## src/rtl/logit_aprox_seq_pkg.sv

```systemverilog
// -----------------------------------------------------------------------------
// logit_aprox_seq_pkg
// Shared definitions for the multicycle logit approximator:
//   - Q8.8 constants (ONE, HALF)
//   - default saturation results for p == 0 and p >= 1.0
//   - FSM state encoding
//   - input decode helper folding p onto the distance from the nearest rail
// -----------------------------------------------------------------------------
package logit_aprox_seq_pkg;

  localparam logic [15:0] ONE         = 16'h0100;
  localparam logic [7:0]  HALF        = 8'h80;
  localparam logic [15:0] SAT_NEG_DEF = 16'h8000;
  localparam logic [15:0] SAT_POS_DEF = 16'h7FFF;
  localparam int          MAX_SHIFT_DEF = 7;

  localparam int Q_W = 9;  // folded distance, 0..128
  localparam int N_W = 3;  // shift count, 0..7

  typedef enum logic [1:0] {
    IDLE = 2'd0,
    NORM = 2'd1,
    CALC = 2'd2,
    DONE = 2'd3
  } state_e;

  typedef struct packed {
    logic           s;  // 1: p on the upper half, result positive
    logic [Q_W-1:0] q;  // distance from the nearest rail
  } fold_t;

  // Anything at or above 1.0 collapses to exactly 1.0, which then folds
  // onto q == 0 on the positive side and saturates.
  function automatic fold_t fold_p(input logic [15:0] p);
    fold_t          r;
    logic [Q_W-1:0] p9;
    p9  = (p >= ONE) ? 9'd256 : {1'b0, p[7:0]};
    r.s = (p9 >= {1'b0, HALF});
    r.q = r.s ? (9'd256 - p9) : p9;
    return r;
  endfunction

endpackage

```

## src/rtl/logit_aprox_seq_norm.sv

```systemverilog
// -----------------------------------------------------------------------------
// logit_norm
// Registered normalise-shift stage. Loads a 9-bit magnitude and doubles it one
// bit per cycle (while step is high) until it reaches [64,128], is zero, or
// the shift count hits MAX_SHIFT. done is registered alongside q and n so the
// owner can branch on it in the same cycle it sees the final q/n.
// Ports:
//   clk, rst_n   clock, synchronous active-low reset
//   load         capture q_in, clear n
//   step         perform one shift if not yet done
//   q_in         magnitude to normalise
//   q_out/n_out  current mantissa and shift count
//   done         normalisation finished
// -----------------------------------------------------------------------------
module logit_norm
  import logit_aprox_seq_pkg::*;
#(
  parameter int MAX_SHIFT = MAX_SHIFT_DEF
) (
  input  logic           clk,
  input  logic           rst_n,
  input  logic           load,
  input  logic           step,
  input  logic [Q_W-1:0] q_in,
  output logic [Q_W-1:0] q_out,
  output logic [N_W-1:0] n_out,
  output logic           done
);

  logic [Q_W-1:0] q_q, q_d;
  logic [N_W-1:0] n_q, n_d;
  logic           done_q, done_d;

  function automatic logic norm_done(input logic [Q_W-1:0] q,
                                     input logic [N_W-1:0] n);
    return (q == '0) || (q >= 9'd64) || (n == N_W'(MAX_SHIFT));
  endfunction

  always_comb begin
    q_d    = q_q;
    n_d    = n_q;
    done_d = done_q;
    if (load) begin
      q_d    = q_in;
      n_d    = '0;
      done_d = norm_done(q_in, '0);
    end else if (step && !done_q) begin
      // q < 64 here, so the doubling cannot overflow 9 bits
      q_d    = q_q << 1;
      n_d    = n_q + 1'b1;
      done_d = norm_done(q_q << 1, n_q + 1'b1);
    end
  end

  always_ff @(posedge clk) begin
    if (!rst_n) begin
      q_q    <= '0;
      n_q    <= '0;
      done_q <= 1'b0;
    end else begin
      q_q    <= q_d;
      n_q    <= n_d;
      done_q <= done_d;
    end
  end

  assign q_out = q_q;
  assign n_out = n_q;
  assign done  = done_q;

endmodule

```

## src/rtl/logit_aprox_seq.sv

```systemverilog
// -----------------------------------------------------------------------------
// logit_aprox_seq
// Multicycle approximation of x = logit(p), p unsigned Q8.8 in [0,1], x signed
// Q8.8. The distance q from the nearest rail is normalised to m in [64,128]
// by n doublings; the result magnitude is n + (128 - m)/64, signed by side.
// Ports:
//   clk, rst_n           clock, synchronous active-low reset
//   in_valid/in_ready    input handshake (ready only in IDLE)
//   in_p                 probability, >= 16'h0100 treated as 1.0
//   out_valid/out_ready  output handshake, result held until taken
//   out_x                signed Q8.8 logit
//   busy                 high whenever not IDLE
// -----------------------------------------------------------------------------
module logit_aprox_seq
  import logit_aprox_seq_pkg::*;
#(
  parameter logic [15:0] SAT_NEG   = SAT_NEG_DEF,
  parameter logic [15:0] SAT_POS   = SAT_POS_DEF,
  parameter int          MAX_SHIFT = MAX_SHIFT_DEF
) (
  input  logic        clk,
  input  logic        rst_n,
  input  logic        in_valid,
  output logic        in_ready,
  input  logic [15:0] in_p,
  output logic        out_valid,
  input  logic        out_ready,
  output logic [15:0] out_x,
  output logic        busy
);

  state_e         state_q, state_d;
  logic           s_q, s_d;
  logic [15:0]    out_x_q, out_x_d;

  logic           norm_load;
  logic           norm_step;
  logic [Q_W-1:0] norm_q;
  logic [N_W-1:0] norm_n;
  logic           norm_done;
  fold_t          in_fold;

  assign in_fold = fold_p(in_p);

  logit_norm #(
    .MAX_SHIFT (MAX_SHIFT)
  ) u_norm (
    .clk   (clk),
    .rst_n (rst_n),
    .load  (norm_load),
    .step  (norm_step),
    .q_in  (in_fold.q),
    .q_out (norm_q),
    .n_out (norm_n),
    .done  (norm_done)
  );

  // Linear correction plus sign; q == 0 means p sat on a rail.
  function automatic logic [15:0] calc_result(input logic [Q_W-1:0] q,
                                              input logic [N_W-1:0] n,
                                              input logic           s);
    logic signed [15:0] mag;
    logic [Q_W-1:0]     frac;
    if (q == '0) begin
      return s ? SAT_POS : SAT_NEG;
    end
    frac = 9'd128 - q;  // q in [64,128] here, so frac fits in 7 bits
    mag  = $signed({5'b0, n, 8'h00}) + $signed({5'b0, frac, 2'b00});
    return s ? mag : -mag;
  endfunction

  always_comb begin
    state_d   = state_q;
    s_d       = s_q;
    out_x_d   = out_x_q;
    norm_load = 1'b0;
    norm_step = 1'b0;
    unique case (state_q)
      IDLE: begin
        if (in_valid) begin
          norm_load = 1'b1;
          s_d       = in_fold.s;
          state_d   = NORM;
        end
      end
      NORM: begin
        if (norm_done) state_d = CALC;
        else           norm_step = 1'b1;
      end
      CALC: begin
        out_x_d = calc_result(norm_q, norm_n, s_q);
        state_d = DONE;
      end
      DONE: begin
        if (out_ready) state_d = IDLE;
      end
      default: state_d = IDLE;
    endcase
  end

  always_ff @(posedge clk) begin
    if (!rst_n) begin
      state_q <= IDLE;
      s_q     <= 1'b0;
      out_x_q <= '0;
    end else begin
      state_q <= state_d;
      s_q     <= s_d;
      out_x_q <= out_x_d;
    end
  end

  assign in_ready  = (state_q == IDLE);
  assign busy      = (state_q != IDLE);
  assign out_valid = (state_q == DONE);
  assign out_x     = out_x_q;

endmodule
```

## config.mk

```make
export PLATFORM = sky130hd
export DESIGN_NAME = logit_aprox_seq
export DESIGN_NICKNAME = d
export VERILOG_FILES = /design/src/rtl/logit_aprox_seq_pkg.sv /design/src/rtl/logit_aprox_seq_norm.sv /design/src/rtl/logit_aprox_seq.sv
export SDC_FILE = /design/constraint.sdc
export NUM_CORES = 1
export LEC_CHECK = 0
export ABC_AREA = 1
export CAP_MARGIN = 30
export CORE_MARGIN = 2
export CORE_UTILIZATION = 28
export CTS_BUF_LIST = sky130_fd_sc_hd__clkbuf_8
export CTS_CLUSTER_DIAMETER = 30
export DETAILED_ROUTE_END_ITERATION = 10
export PLACE_DENSITY = 0.45
export SLEW_MARGIN = 10
export SYNTH_ARGS = -nofsm -noshare
export SYNTH_HDL_FRONTEND = slang
export SYNTH_HIERARCHICAL = 1
export SYNTH_SLANG_ARGS = --single-unit
```

## constraint.sdc

```tcl
create_clock -name clk -period 2.8 [get_ports clk]
set_input_delay 0.56 -clock clk [delete_from_list [all_inputs] [get_ports clk]]
set_output_delay 0.56 -clock clk [all_outputs]
set_load 0.05 [all_outputs]
```

# [Yosys cells after proc, flatten, opt, wreduce, memory -nomap -nowiden]
# Index checks and enable logic that the tools add are counted.
[word_totals] ff_bits=32 latch_bits=0 mem_bits_rw=0 mem_bits_ro=0 out_inout_bits=19 wordCells=57 mem_count=0
[op_classes] add_sub_neg=5 n_mul=0 div_mod_pow=0 order_cmp=4 eq_ne=7 shifts=0 muxes=20 bitwise=1 reduce_logical=14
[ops] op="$mux W16" count=4
[ops] op="$mux W9" count=4
[ops] op="$logic_not A9 Y1" count=3
[ops] op="$ge A9 B7 Y1 const B" count=2
[ops] op="$ge A16 B9 Y1 const B" count=1
[ops] op="$neg A12 Y16" count=1
[ops] op="$add A11 B11 Y12" count=1
[ops] op="$ge A9 B8 Y1 const B" count=1
[ops] op="$sub A8 B9 Y9 const A" count=1
[ops] op="$sub A9 B9 Y9 const A" count=1
[ops] op="$mux W1" count=8
[ops] op="$pmux W2 S4" count=1
[ops] op="$mux W2" count=3
[ops] op="$eq A2 B2 Y1 const B" count=2
[ops] op="$ne A2 B1 Y1 const B" count=2
[ops] op="$reduce_bool A2 Y1" count=2
[ops] op="$add A3 B1 Y3 const B" count=1
[ops] op="$eq A3 B3 Y1 const B" count=1
[ops] op="$logic_or A1 B1 Y1" count=3
[ops] op="$reduce_and A3 Y1" count=1
[ops] op="$eq A2 B1 Y1 const B" count=1
[ops] op="$logic_not A2 Y1" count=1
[ops] op="$ne A2 B2 Y1 const B" count=1
[ops] op="$reduce_and A2 Y1" count=1
[ops] op="other kinds (4)" count=4

# [Longest topological paths before layout]
[depth] ltp_word=7 ltp_mapped=17

# [Hierarchy]
# Netlist, hierarchy kept.
[by_module_without_submodules] mod="logit_aprox_seq" instances=1 cells_per_inst=245 area_per_inst_um2=1544.0 seq_area_each_um2=360.3
[by_module_without_submodules] mod="logit_norm" instances=1 cells_per_inst=96 area_per_inst_um2=655.6 seq_area_each_um2=260.2

# [Worst setup path before layout]
# No wires, ideal clock.
[synth_timing] kind="flip-flop to flip-flop" startpoint="register u_norm.q_q[0], in the netlist u_norm/q_out[0]" endpoint="register out_x_q[12], in the netlist out_x[12]" setup_time_ns=0.110 arrival_ns=2.300 required_time_ns=2.690 path_slack_ns=0.390 path_stages_with_launch=18 period_less_slack_ns=2.410 cell_sequence="dfxtp_1 -> inv_1 -> ha_1 -> nand3_2 -> xnor2_1 -> inv_1 -> ha_1 -> inv_1 -> fa_1 -> inv_1 -> nor2_1 -> inv_1 -> nor2_1 -> nand4_1 -> nand3_1 -> nand3_1 -> nand2_1 -> inv_1"
[synth_via] elab_chain_len=5
[synth_lines] item="start, declared" line_no="logit_aprox_seq_norm.sv:30" rtl="logic [Q_W-1:0] q_q, q_d;"
[synth_lines] item="start signal, assigned" line_no="logit_aprox_seq_norm.sv:61" rtl="q_q <= q_d;"
[synth_lines] item="$sub A8 B9 Y9" line_no="logit_aprox_seq.sv:67" rtl="frac = 9'd128 - q;"
[synth_lines] item="$add A11 B11 Y12" line_no="logit_aprox_seq.sv:68" rtl="mag = $signed({5'b0, n, 8'h00}) + $signed({5'b0, frac, 2'b00});"
[synth_lines] item="$neg A12 Y16" line_no="logit_aprox_seq.sv:69" rtl="return s ? mag : -mag;"
[synth_lines] item="$mux W16" line_no="logit_aprox_seq.sv:69"
[synth_lines] item="$mux W16 (*)" line_no="logit_aprox_seq.sv:67"
[synth_lines] item="end signal, assigned" line_no="logit_aprox_seq.sv:109" rtl="out_x_q <= out_x_d;"
[synth_lines] item="end, declared" line_no="logit_aprox_seq.sv:34" rtl="logic [15:0] out_x_q, out_x_d;"
# Every way passes the cells marked *; elsewhere a longest branch is shown, timed or not. The select of a mux whose other input is x is not followed.
# A chain may end at the register's enable or synchronous reset.

# [Worst setup path in the final report]
[layout_timing] startpoint="register u_norm.q_q[0], in the netlist u_norm/q_out[0]" endpoint="register out_x_q[14], in the netlist out_x[14]"
# Same word-level chain as after synthesis.

==> run_results.csv <==
group,metric,value,unit
run_status,status,"finished clean",
clock_network,clockBufferDepth,2,
clock_network,cts_resized,0,
worst_setup_path,crit_type,"reg -> reg",
timing,worst_slew_pin_slew,0.673,ns
drt,detail_route.first_pass.iterations,4,
drt,viasPerCell,4.49,
clock_network,postCtsSetupBuffers,0,
timing,clock.fmax,406,MHz
clock_network,cts_buffers,5,
worst_setup_path,r2r_slack,0.34,ns
power,finalPower,0.00346,W
floorplanning,die-height,92.6,µm
global_route,grt_pass1_wl,9.37,mm
worst_setup_path,crit_end,"out_x[14]",
worst_hold_path,hp-class,"reg -> reg",
floorplanning,ios,39,
worst_setup_path,r2r_start,"u_norm/q_out[0]",
final_layout,final_common_cell,"nand2_1",
logic_synthesis,synth_cell_type_count,31,
timing,finalCritPeriodShare,88.0,%
power,vdd_drop_max,0.000237,V
logic_synthesis,synth_top_area_share,28.2,%
timing,timing.final.max_slew_violations,0,
final_layout,stdcell_area,0.00283,mm²
worst_setup_path,worstPathMaxFanout,3,
clock_network,root_buffer,"clkbuf_8",
worst_setup_path,crit_required,2.99,ns
drt,drcViolationCount,0,
timing,rsz0062_at_grt,"false",
timing,relSlewSlack,55.1,%
floorplanning,die_area,0.00858,mm²
placement,dpl.hpwl,4.29,mm
clock_network,clk_pin_slew_worst_paths,0.07,ns
final_layout,insertedDiodeCount,0,
worst_setup_path,startpoint,"u_norm/q_out[0]",
timing,hold_viol_final,0,
clock_network,clk_latency,0.28,ns
logic_synthesis,syn_inst,341,
final_layout,layout.nets,419,
final_layout,drive_gt1_share,9.02,%
timing,whs,0.467,ns
floorplanning,initial_utilization,28.6,%
logic_synthesis,syn-num-nets,373,
clock_network,htree_num_levels,2,
placement,dpl_cell_area,0.00272,mm²
logic_synthesis,synth_area_leaders,"dfxtp_1, nand2_1, inv_1",
global_route,antenna_found_initial,0,
drt,ant_nets,0,
worst_setup_path,crit_path_start_kind,"flip-flop",
timing,min_period,2.46,ns
drt,drt-initial-drc-count,69,
worst_setup_path,cp-end-kind,"flip-flop",
logic_synthesis,synth_seq_area_share,28.2,%
logic_synthesis,ys_ff_latch,31,
placement,gp_congestion,0.758,
global_route,grt-ovfl-total,0,
power,p_per_area,1220,mW/mm²
global_route,grt_usage,13.4,%
worst_setup_path,r2r_cells,17,
global_route,first_global_vias,2123,
final_layout,final_cell_mix,"nand2_1, inv_1, nor2_1",
job,max-cap-violations,0,
clock_network,tritoncts,"yes",
timing,finalSetupViolCount,0,
drt,wl_per_cell,10.7,µm
power,power.leakage,1.30,nW
clock_network,cts.sinks,31,
placement,port-buffer-count,38,
floorplanning,core_area,0.00769,mm²
floorplanning,rows,32,
worst_setup_path,rr_endpoint,"out_x[14]",
final_layout,syn_to_final_growth,28.7,%
logic_synthesis,syn_area_per_cell,6.45,µm²
timing,finalClockSkew,0.00336,ns
drt,wl,5.25,mm
logic_synthesis,synth_area,0.00220,mm²
drt,vias,2201,
global_route,grt_max_degree,21,
worst_setup_path,cp_data_arrival_time,2.65,ns
timing,fin_tns_setup,0,ns
final_layout,final_util,36.8,%
logic_synthesis,synth_warnings,6,
logic_synthesis,yosys.area.top_type,"dfxtp_1",
floorplanning,fp.dieW,92.6,µm
clock_network,ctsHoldBuffers,0,
[layout make-up]
type,count,area (µm²)
timing repair buffer,46,440
sequential,31,622
inverter,51,191
clock buffer,7,96.3
clock inverter,1,7.51
fill,861,4860
multi-input combinational,252,1350
tap,102,128
[worst min-delay path by stage]
stage	from	end	slack, ns	depth (start not counted)
6_report	out_x[3]	out_x[3]	0.47	2
5_1_grt	out_x[5]	out_x[5]	0.50	2
4_1_cts	out_x[3]	out_x[3]	0.48	2
3_5_place_dp	out_x[3]	out_x[3]	0.47	2
3_3_place_gp	out_x[2]	out_x[2]	0.46	2
2_1_floorplan	u_norm/q_out[7]	u_norm/q_out[7]	0.47	2
[synthesized netlist by cell type, drive strengths merged]
cell,number
a211oi,2
a21oi,19
a31o,1
a31oi,3
buf,3
clkbuf,4
dfxtp,31
fa,1
ha,11
inv,51
mux2i,1
nand2,86
nand3,24
nand4,9
nor2,48
nor3,5
o211ai,1
o21ai,25
o221ai,1
o31ai,1
or2,2
xnor2,3
xor2,9
[metrics by stage]
stage,std cells,worst slack [ns]
after global placement,482,0.148
final,490,0.336
after floorplan,341,0.390
after global routing,490,0.0164
after CTS,490,0.292
after detailed placement,482,0.138
[report_power, final]
part | switching, W | internal, W | total, W
sequential | 0.000122 | 0.000595 | 0.000717
clock | 0.000179 | 0.000224 | 0.000403
combinational | 0.00154 | 0.000797 | 0.00234
total | 0.00184 | 0.00162 | 0.00346
[routing by layer]
metal | up-vias | global-route usage [%] | wire [µm]
li1 | 1184 | - | -
met4 | 0 | 3.92 | 47
met2 | 50 | 24.0 | 2520
met5 | - | 0 | 0
met3 | 4 | 2.69 | 212
met1 | 963 | 16.1 | 2480
[state kept, by name, summed over array words and instances, names as in the netlist]
signal / cells
u_norm/q_out: 9
u_norm/n_out: 3
state_q: 2
out_x: 15
u_norm/done: 1
s_q: 1
[cells by family after synthesis]
family                   synth area share, %
XOR/XNOR                                4.78
multiplexers                           0.455
flip-flops                              28.2
buffers and inverters                   10.8
AO/OA/AOI/OAI                           13.2
AND/OR/NAND/NOR                         35.4
adder cells (fa/ha/maj)                 7.17
[worst max-delay path: stages (launching register included)]
cell	delay, ns
dfxtp_1	0.33
inv_1	0.08
ha_1	0.18
nand3_2	0.12
xnor2_1	0.14
inv_1	0.06
ha_1	0.13
inv_1	0.05
fa_1	0.52
inv_1	0.08
nor2_2	0.11
inv_1	0.07
nor2_1	0.10
nand4_1	0.09
nand3_1	0.12
nand3_1	0.08
nand2_1	0.06
inv_1	0.03
Note: power is estimated with default switching activity, not from simulation.
